<file path="config.mk">
export PLATFORM = sky130hd
export DESIGN_NAME = pru_arb_in
export DESIGN_NICKNAME = d
export VERILOG_FILES = /design/src/rtl/pru_arb_in.sv
export SDC_FILE = /design/constraint.sdc
export NUM_CORES = 1
export LEC_CHECK = 0
export BUFFER_PORTS_ARGS = -buffer_cell sky130_fd_sc_hd__buf_2
export CORE_AREA = 8 8 247 249
export DETAILED_ROUTE_END_ITERATION = 10
export DIE_AREA = 0 0 255 257
export PLACE_DENSITY = 0.39
export SLEW_MARGIN = 15
export SYNTH_ARGS = -nofsm -noshare
export SYNTH_HDL_FRONTEND = slang
export SYNTH_SLANG_ARGS = --single-unit
</file>
<file path="constraint.sdc">
create_clock -name iClk -period 6 [get_ports iClk]
set_clock_uncertainty 0.2 [all_clocks]
set_input_delay 0.6 -clock iClk [delete_from_list [all_inputs] [get_ports iClk]]
set_output_delay 0.6 -clock iClk [all_outputs]
set_load 0.005 [all_outputs]
</file>
<file path="src/rtl/pru_arb_in.sv">
// Round-robin arbiter that serialises NP per-port packet requests into a single
// registered downstream packet stage with a valid/ack handshake.
module pru_arb_in #(
   parameter int NP = 4,
   parameter int PW = 128,
   parameter int IW = 2
) (
   input  logic             iClk,
   input  logic             iRst,
   input  logic [NP-1:0]    portIf_arbIn_vld,
   input  logic [NP*PW-1:0] portIf_arbIn_pkt,
   output logic [NP-1:0]    arbIn_portIf_ack,
   output logic             oArb_vld,
   output logic [PW-1:0]    oArb_pkt,
   output logic [IW-1:0]    oArb_src,
   input  logic             iArb_ack
);

   typedef enum logic {IDLE, BUSY} arbState_e;

   arbState_e     state;
   logic [IW-1:0] rrPtr;
   logic [NP-1:0] eligible;
   logic          anyEligible;
   logic [IW-1:0] winner;
   logic [IW-1:0] nextPtr;
   logic [NP-1:0] grantVec;
   logic [PW-1:0] winnerPkt;

   // The registered ack vector doubles as lastAck: a port still dropping vld
   // in the cycle after its ack must not be granted a second time.
   assign eligible = portIf_arbIn_vld & ~arbIn_portIf_ack;

   // Scan rrPtr, rrPtr+1, ... wrapping at NP; the first eligible port wins.
   always_comb begin : pickWinner
      logic [IW:0] idx;
      anyEligible = 1'b0;
      winner      = '0;
      idx         = '0;
      for (int i = 0; i < NP; i++) begin
         idx = {1'b0, rrPtr} + (IW+1)'(i);
         if (idx >= (IW+1)'(NP)) begin
            idx = idx - (IW+1)'(NP);
         end
         if (!anyEligible && eligible[idx[IW-1:0]]) begin
            anyEligible = 1'b1;
            winner      = idx[IW-1:0];
         end
      end
   end

   assign nextPtr = (winner == IW'(NP-1)) ? '0 : winner + IW'(1);

   always_comb begin
      grantVec         = '0;
      grantVec[winner] = 1'b1;
   end

   always_comb begin
      winnerPkt = '0;
      for (int k = 0; k < NP; k++) begin
         if (winner == IW'(k)) begin
            winnerPkt = portIf_arbIn_pkt[k*PW +: PW];
         end
      end
   end

   // Grant in IDLE, then hold the packet in BUSY until downstream accepts it.
   always_ff @(posedge iClk or posedge iRst) begin
      if (iRst) begin
         state            <= IDLE;
         rrPtr            <= '0;
         arbIn_portIf_ack <= '0;
         oArb_vld         <= 1'b0;
         oArb_pkt         <= '0;
         oArb_src         <= '0;
      end else begin
         case (state)
            IDLE: begin
               if (anyEligible) begin
                  oArb_vld         <= 1'b1;
                  oArb_pkt         <= winnerPkt;
                  oArb_src         <= winner;
                  arbIn_portIf_ack <= grantVec;
                  rrPtr            <= nextPtr;
                  state            <= BUSY;
               end else begin
                  arbIn_portIf_ack <= '0;
               end
            end
            BUSY: begin
               arbIn_portIf_ack <= '0;
               if (iArb_ack) begin
                  oArb_vld <= 1'b0;
                  state    <= IDLE;
               end
            end
            default: begin
               state            <= IDLE;
               arbIn_portIf_ack <= '0;
               oArb_vld         <= 1'b0;
            end
         endcase
      end
   end

endmodule
</file>
-- Word level (Yosys, flattened, before mapping)
Index checks and enable logic that the tools add are counted.
Widths: inputs -> output; s select.
- flip-flop bits (word level): 138
- input bits: 519
- output and inout port bits: 135
- word-level logic and storage cells: 77
- $add $sub $neg: 8
- $lt $le $gt $ge: 10
- equal/unequal tests: 5
- mux-type cells: 35
- bitwise logic cells: 3
- reduce and logical (&&, ||, !) cells: 10
- operators with widths (kind ; number):
    $mux 128 ; 4
    $mux 2 ; 9
    $lt 2x3->1 const B ; 5
    $mux 1 ; 13
    $ge 3x3->1 const B ; 3
    $bmux 1 s2 ; 4
    $pmux 4 s2 ; 1
    $sub 2x1->2 const B ; 4
    $add 2x2->3 const B ; 2
    $and 4x4->4 ; 1
    $eq 2x2->1 const B ; 2
    $logic_and 1x1->1 ; 4
    $mux 4 ; 1
    $ne 2x2->1 const B ; 2
    $not 4->4 ; 1
    $pmux 1 s2 ; 2
    $reduce_and 2->1 ; 2
    $add 2x1->3 const B ; 1
    $ge 2x3->1 const B ; 1
    $logic_not 1->1 ; 3
    $add 2x1->2 const B ; 1
    $demux 1 s2 ; 1
    $eq 2x1->1 const B ; 1
    $ge 2x1->1 const B ; 1
    other kinds (2) ; 2

-- Depth between registers and ports, before layout
Gate-level depths: netlist of the first run.
- depth in word-level cells: 20
- mapped depth: 13
- gate-level depth less buffers: 9

-- Worst setup path after synthesis of the first run
OpenSTA, ideal clock, no wires.
- path kind: input port to flip-flop
- start: input portIf_arbIn_vld[1]
- end: register oArb_pkt[0]
- library setup time: 0.122 ns
- data arrival time: 2.707 ns
- data required time: 5.678 ns
- slack: 2.971 ns
- stages: 11
- path buffers: 3
- path through: nor2b_1 -> o22ai_1 -> or3_1 -> ha_1 -> nor2b_1 -> buf_2 -> buf_4 -> buf_2 -> a221oi_1 -> a211o_1 -> a21oi_1
- cells in the longest elaborated chain, start to end: 18
- ends and longest elaborated chain (item ; RTL line ; source):
    start: declaration ; 10 ; input logic [NP-1:0] portIf_arbIn_vld,
    $and 4x4->4 (*) ; 32 ; assign eligible = portIf_arbIn_vld & ~arbIn_portIf_ack;
    $bmux 1 s2 ; 45 ; if (!anyEligible && eligible[idx[IW-1:0]]) begin
    $mux 1 (implied by the code) ; 45 ;
    $mux 1 ; 45 ;
    $logic_not 1->1 ; 45 ;
    $logic_and 1x1->1 ; 45 ;
    $mux 1 ; 45 ;
    $logic_not 1->1 ; 45 ;
    $logic_and 1x1->1 ; 45 ;
    $mux 1 ; 45 ;
    $logic_not 1->1 ; 45 ;
    $logic_and 1x1->1 ; 45 ;
    $mux 2 ; 45 ;
    $logic_not 2->1 ; 62 ; if (winner == IW'(k)) begin
    $mux 128 (4 in series) ; 62 ;
    end signal: assignment ; 82 ; oArb_pkt <= winnerPkt;
    end: declaration ; 14 ; output logic [PW-1:0] oArb_pkt,
Every way passes the cells marked *; elsewhere a longest branch is shown, timed or not. The select of a mux whose other input is x is not followed.
A chain may end at the register's enable or synchronous reset.

-- Worst setup path in the final report of the first run
- start: register arbIn_portIf_ack[1]
- end: register oArb_pkt[33]
- cells in the longest elaborated chain, start to end: 19
- ends and longest elaborated chain (item ; RTL line ; source):
    start: declaration ; 12 ; output logic [NP-1:0] arbIn_portIf_ack,
    start signal: assignment ; 84 ; arbIn_portIf_ack <= grantVec;
    $not 4->4 (*) ; 32 ;
    $and 4x4->4 (*) ; 32 ;
    $bmux 1 s2 ; 45 ;
    $mux 1 (implied by the code) ; 45 ;
    $mux 1 ; 45 ;
    $logic_not 1->1 ; 45 ;
    $logic_and 1x1->1 ; 45 ;
    $mux 1 ; 45 ;
    [2 not listed] ; n/a ;
    $mux 1 ; 45 ;
    $logic_not 1->1 ; 45 ;
    $logic_and 1x1->1 ; 45 ;
    $mux 2 (*) ; 45 ;
    named net winner[0] ; 25 ; logic [IW-1:0] winner;
    $logic_not 2->1 ; 62 ;
    $mux 128 (3 in series) ; 62 ;
    $mux 128 (*) ; 62 ;
Mark *: on every way through the listed nets, which the timed path passes. The rest lies on a longest branch. The select of a mux whose other input is x is not followed.

==> reports/qor.csv, run 1 <==
metric;value;unit
Die Ht;257;um
PwrDens;501;nW/um^2
CP endpoint kind;flip-flop;
Setup crit start;arbIn_portIf_ack[1];
H-tree Lvls;4;
status;finished, final reports clean;
Final Core Density;0.236;
Worst Setup EP;oArb_pkt[33];
Worst Path Buf+Inv;1;
Final Max Tran Viols;0;
vias in the first global route;11500;
post-route ant nets;0;
final worst-path cycle share;0.668;
Syn Inst Count;1069;
area of the multi-input gates;4350;um^2
register area;3450;um^2
delay of the slowest critical-path stage;0.80;ns
die width;255;um
GRT overflow;0;
Post-Route WL;48100;um
Initial Util;0.154;
Crit path max-delay family;simple AND/OR/NAND/NOR gates;
First-pass DRT Iterations;5;
Post-CTS Resized;0;
fillers;6485;
clk_lat worst skew;0.46;ns
reg-to-reg slack, setup;1.99;ns
maximum VDD drop;0.225;mV
CTS tree;done;
final net count;2179;
final hold viol count;0;
max cap viols;0;
reg-to-reg endpoint;oArb_pkt[33];
crit path kind;flip-flop to flip-flop;
DRC errors left;0;
worst slew pin tran;1.10;ns
commonest non-fill, non-tap cell in the layout;buf_2;
maximum clock insertion buffer count;2;
critical path data required time;6.15;ns
total power;0.00675;W
yosys warns;0;
Highest Clock Rate;250;MHz
Reg clk slew, reported paths;0.06;ns
CTS Hold Bufs;1;
Pleak;6.84;nW
Slowest cell on crit path;ha_4;
first-pass GRT wire length;69700;um
syn nets;1592;
Worst slew margin;0.266;
via count;10800;
Worst path depth;9;
hpwl dp;36200;um
mapped cell area;8760;um^2
core area;57000;um^2
worst hold path class;primary input to flip-flop;
GP Congestion;0.952;
crit start category;flip-flop;
WP data arrival;4.15;ns
post-DR vias/cell;4.42;
Clock Sinks;138;
TritonCTS buffer count;17;
num rows;88;
register area share after synthesis;0.394;
Layout area overhead;53.8;%
Tot GR Track Use;0.139;
R2R Path Start;arbIn_portIf_ack[1];
Max FO, Critical Path;70;
Tmin final;4.01;ns
Worst Reg2Reg Path Length in Cells;9;
pin count of the biggest net entering global routing;128;
setup TNS;0;ns
final-report setup violation count;0;
drt wl/cell;19.7;um
RSZ-0062 raised after global routing;false;
Ports;654;
Synth Register Bits;138;
Yosys cell types;31;
DIE AREA;65500;um^2
Setup Fix Bufs, Post-CTS;0;
port bufs;653;
iteration-0 DRC count of the detailed router;649;
CTS root buffer;clkbuf_16;
fraction of layout cells with a size suffix above 1;0.431;
initial antenna violation count;8;
worst path cell trace;nor2b_1, o22ai_1, nor3_1, ha_4, nor2b_4, buf_4, a221oi_1, a211o_1, a21oi_1;
commonest cells after routing, fill and taps aside;buf_2, a21oi_1, dfrtp_1;
Mean Syn Cell Area;8.19;um^2
through the flow:
step           setup slack (ns)  cells  area [um^2]  hold WS, ns
6_report                   1.99   2436        13500        0.147
5_1_grt                    1.65   2436        13500        0.107
4_1_cts                    1.82   2434        13500       0.0930
3_5_place_dp               1.50   2401        12800        0.281
3_3_place_gp               1.53   2401        12800        0.274
2_1_floorplan              1.50   1069         8760        0.279
routing by layer:
metal | global-route usage | routed length, um | up-vias
met5 | 0 | 41 | -
met4 | 0.0670 | 1820 | 6
met3 | 0.0502 | 4680 | 73
met2 | 0.244 | 24000 | 513
met1 | 0.146 | 17500 | 5092
li1 | - | - | 5085
worst min path at each step:
stage                      from          end  slack, ns  cells past startpoint
detailed placement  oArb_src[1]  oArb_src[1]       0.28                      2
CTS                    iArb_ack        state       0.09                      2
finish                 iArb_ack        state       0.15                      2
global placement    oArb_src[1]  oArb_src[1]       0.27                      2
floorplan           oArb_src[0]  oArb_src[0]       0.28                      2
global route           iArb_ack        state       0.11                      2
area by class of cell:
| type | count | share of cell area |
|---|---|---|
| clock inverter | 11 | 0.0124 |
| clock buffer | 21 | 0.0342 |
| sequential | 138 | 0.256 |
| multi-input combinational | 683 | 0.323 |
| tap | 765 | 0.0710 |
| antenna | 2 | 0.000371 |
| timing repair buffer | 684 | 0.266 |
| inverter | 132 | 0.0371 |
cell families (layout without fill, tap and decap cells):
group	Yosys count	count (layout)	synth area share
adder cells (fa/ha/maj)	4	4	0.00571
flip-flops	138	138	0.394
multiplexers	2	2	0.00229
AO/OA/AOI/OAI	525	525	0.414
AND/OR/NAND/NOR	152	152	0.0698
other	0	2	0
buffers and inverters	248	848	0.114
synthesized netlist by cell type, drive strengths merged:
cell | count | area [um^2]
a21boi | 2 | 15.0
a22oi | 1 | 7.51
and2 | 4 | 25.0
nor2 | 128 | 480
a211o | 127 | 1110
clkbuf | 67 | 255
a221oi | 127 | 1110
ha | 4 | 50.1
o41a | 1 | 11.3
mux2i | 2 | 20.0
o41ai | 1 | 27.5
inv | 131 | 492
nor2b | 4 | 25.0
nand2b | 4 | 25.0
dfrtp | 138 | 3450
a2bb2oi | 1 | 8.76
nor3 | 2 | 10.0
nand2 | 7 | 26.3
clkinv | 1 | 3.75
o22ai | 1 | 6.26
and3 | 1 | 6.26
o21ai | 5 | 25.0
and2b | 1 | 7.51
buf | 49 | 248
a21oi | 258 | 1290
o22a | 1 | 8.76
or3 | 1 | 6.26
report_power, final:
group | internal [W] | switching, W | total, W
logic | 0.00173 | 0.00219 | 0.00391
registers | 0.00140 | 0.000262 | 0.00166
clock network | 0.000717 | 0.000462 | 0.00118
flip-flops by register name (all words and copies together), names as in the netlist:
name and count:
rrPtr 2, oArb_vld 1, arbIn_portIf_ack 4, oArb_pkt 128
state 1, oArb_src 2
No activity file was read; power rests on OpenSTA's default activity.
==> run 2, diff against run 1 <==
==> constraint.sdc (replaced) <==
create_clock -name iClk -period 3.82 [get_ports iClk]
set_clock_uncertainty 0.2 [all_clocks]
set_input_delay 0.382 -clock iClk [delete_from_list [all_inputs] [get_ports iClk]]
set_output_delay 0.382 -clock iClk [all_outputs]
set_load 0.005 [all_outputs]
==> reports/qor.csv, run 2 (synthesis gave the netlist of run 1 again) <==
metric;value;unit;change
status;finished, final reports clean;;
worst slew pin tran;0.827;ns;-0.274 ns
Setup crit start;arbIn_portIf_ack[0];;
crit-path most repeated cell;buf_12;;
delay of the slowest critical-path stage;0.56;ns;-0.24 ns
num rows;88;;unchanged
Worst Path Buf+Inv;3;;+2
reg-to-reg endpoint;oArb_pkt[105];;
reg-to-reg slack, setup;0.17;ns;-1.82 ns
RSZ-0062 raised after global routing;true;;
sw frac;0.419;;-0.0120
first-pass GRT wire length;74400;um;+6.7%
maximum clock insertion buffer count;2;;unchanged
GRT overflow;0;;unchanged
Setup Slack @ Placement;0.423;ns;-1.07 ns
die width;255;um;unchanged
iteration-0 DRC count of the detailed router;516;;-20%
Final Max Tran Viols;0;;unchanged
fraction of layout cells with a size suffix above 1;0.401;;-0.0308
max cap viols;0;;unchanged
TritonCTS buffer count;17;;unchanged
CTS tree;done;;
worst path cell trace;and2b_2, mux2i_1, o22ai_2, or3_1, ha_1, nor2b_4, buf_12, buf_12, a221oi_1, a211o_1, a21oi_1, dlygate4sd3_1;;
Largest register FFs;128;;unchanged
drt wl/cell;19.3;um;-2.2%
Crit path max-delay family;buffers and inverters;;
Worst Reg2Reg Path Length in Cells;12;;+3
worst hold path class;primary input to flip-flop;;
R2R Path Start;arbIn_portIf_ack[0];;
crit path kind;flip-flop to flip-flop;;
CTS root buffer;clkbuf_16;;
final worst-path cycle share;0.955;;+0.287
commonest cells after routing, fill and taps aside;buf_2, a21oi_1, dlygate4sd3_1;;
Post-Route WL;51200;um;+6.6%
Reg clk slew, reported paths;0.07;ns;about the same
Worst path depth;12;;+3
critical path data required time;3.97;ns;-2.18 ns
clk_lat worst skew;0.48;ns;+0.02 ns
worst setup margin;0.174;ns;-1.82 ns
port bufs;653;;unchanged
Seq pwr share;0.227;;-0.019
CP endpoint kind;flip-flop;;
Worst slew margin;0.447;;+0.181
final net count;2392;;+9.8%
Ports;654;;unchanged
vias in the first global route;12700;;+11%
crit start category;flip-flop;;
DRC errors left;0;;unchanged
dpl cell area;13100;um^2;+2.4%
post-DR vias/cell;4.43;;+0.22%
most flop-heavy register;oArb_pkt;;
commonest non-fill, non-tap cell in the layout;buf_2;;
DIE AREA;65500;um^2;unchanged
Die Ht;257;um;unchanged
WP data arrival;3.80;ns;-0.35 ns
final-report setup violation count;0;;unchanged
initial antenna violation count;10;;+2
Layout area overhead;78.8;%;
GP Congestion;0.917;;-3.6%
Tot GR Track Use;0.148;;+0.00855
PwrDens;734;nW/um^2;+47%
via count;11800;;+9.1%
Hold WS;0.0554;ns;-0.0916 ns
final hold viol count;0;;unchanged
Tmin final;3.65;ns;-0.360 ns
H-tree Lvls;4;;unchanged
Highest Clock Rate;274;MHz;+9.9%
switching power;0.00482;W;+66%
Initial Util;0.154;;unchanged
combinational cell fraction of total power;0.622;;+0.042
final instance area;15700;um^2;+16%
Slowest cell on crit path;dlygate4sd3_1;;
First-pass DRT Iterations;5;;unchanged
core area;57000;um^2;unchanged
Clock Sinks;138;;unchanged
cell count of the worst hold path;4;;+2
pin count of the biggest net entering global routing;89;;-30%
hpwl dp;37900;um;+4.9%
post-route ant nets;0;;unchanged
biggest regs;oArb_pkt: 128 flops, arbIn_portIf_ack: 4 flops;;
Max FO, Critical Path;53;;-24%
clock power share;0.151;;-0.024
Pleak;7.76;nW;+13%
Worst Setup EP;oArb_pkt[105];;
maximum VDD drop;0.349;mV;+55%
internal power;0.00668;W;+74%
-- run 2: changes by cell type in the layout (fill, tap and decap cells not counted), sizes merged --
cell	delta
clkbuf	-2
diode	+4
clkinv	+2
dlygate4sd3	+186
bufinv	-2
buf	+27
clkinvlp	+2
-- run 2: worst min-delay path: cells and delay by family --
kind | cells | cell delay, ns
compound gates | 2 | 0.16
buf+inv | 2 | 0.15
-- run 2: per-layer routing --
layer | part of all wire | up-vias | track usage | wire [um]
li1 | - | 5529 | - | -
met1 | 0.38 | 5602 | 0.153 | 19300
met2 | 0.50 | 535 | 0.261 | 25500
met3 | 0.087 | 82 | 0.0539 | 4480
met4 | 0.036 | 6 | 0.0705 | 1840
met5 | 0.00072 | - | 0 | 37
-- run 2: how the worst min path moves through the flow --
stage                          start      endpoint
5_1_grt        portIf_arbIn_pkt[313]  oArb_pkt[57]
2_1_floorplan               iArb_ack         state
4_1_cts        portIf_arbIn_pkt[340]  oArb_pkt[84]
3_5_place_dp             oArb_src[1]   oArb_src[1]
6_report       portIf_arbIn_pkt[258]   oArb_pkt[2]
3_3_place_gp             oArb_src[1]   oArb_src[1]
-- run 2: timing repair --
item                       CTS  global route
buffers inserted             0             1
setup endpoints to repair    0            62
hold buffers               187             0
hold endpoints to repair   148             0
resized for setup            0             6
-- run 2: area by class of cell --
class / instances / area (um^2)
fill: 6306 / 41400
timing repair buffer: 897 / 5770
multi-input combinational: 683 / 4380
sequential: 138 / 3450
tap: 765 / 957
inverter: 132 / 499
clock buffer: 19 / 443
clock inverter: 13 / 145
antenna: 6 / 15.0
-- run 2: power by group through the flow --
stage                     combinational [W]  sequential (W)  clock [W]
after floorplan                     0.00373         0.00265          0
after global placement              0.00654         0.00263          0
after CTS                           0.00716         0.00262    0.00184
final                               0.00715         0.00261    0.00174
after detailed placement            0.00650         0.00264          0
after global routing                0.00784         0.00271    0.00187
-- run 2: per-stage QoR --
stage	std cells	util	setup TNS, ns	power, W
6_report	2653	0.275	0	0.0115
5_1_grt	2651	0.274	-0.107	0.0124
3_5_place_dp	2427	0.230	0	0.00914
3_3_place_gp	2427	0.230	0	0.00917
2_1_floorplan	1069	-	0	0.00639
4_1_cts	2646	0.274	0	0.0116
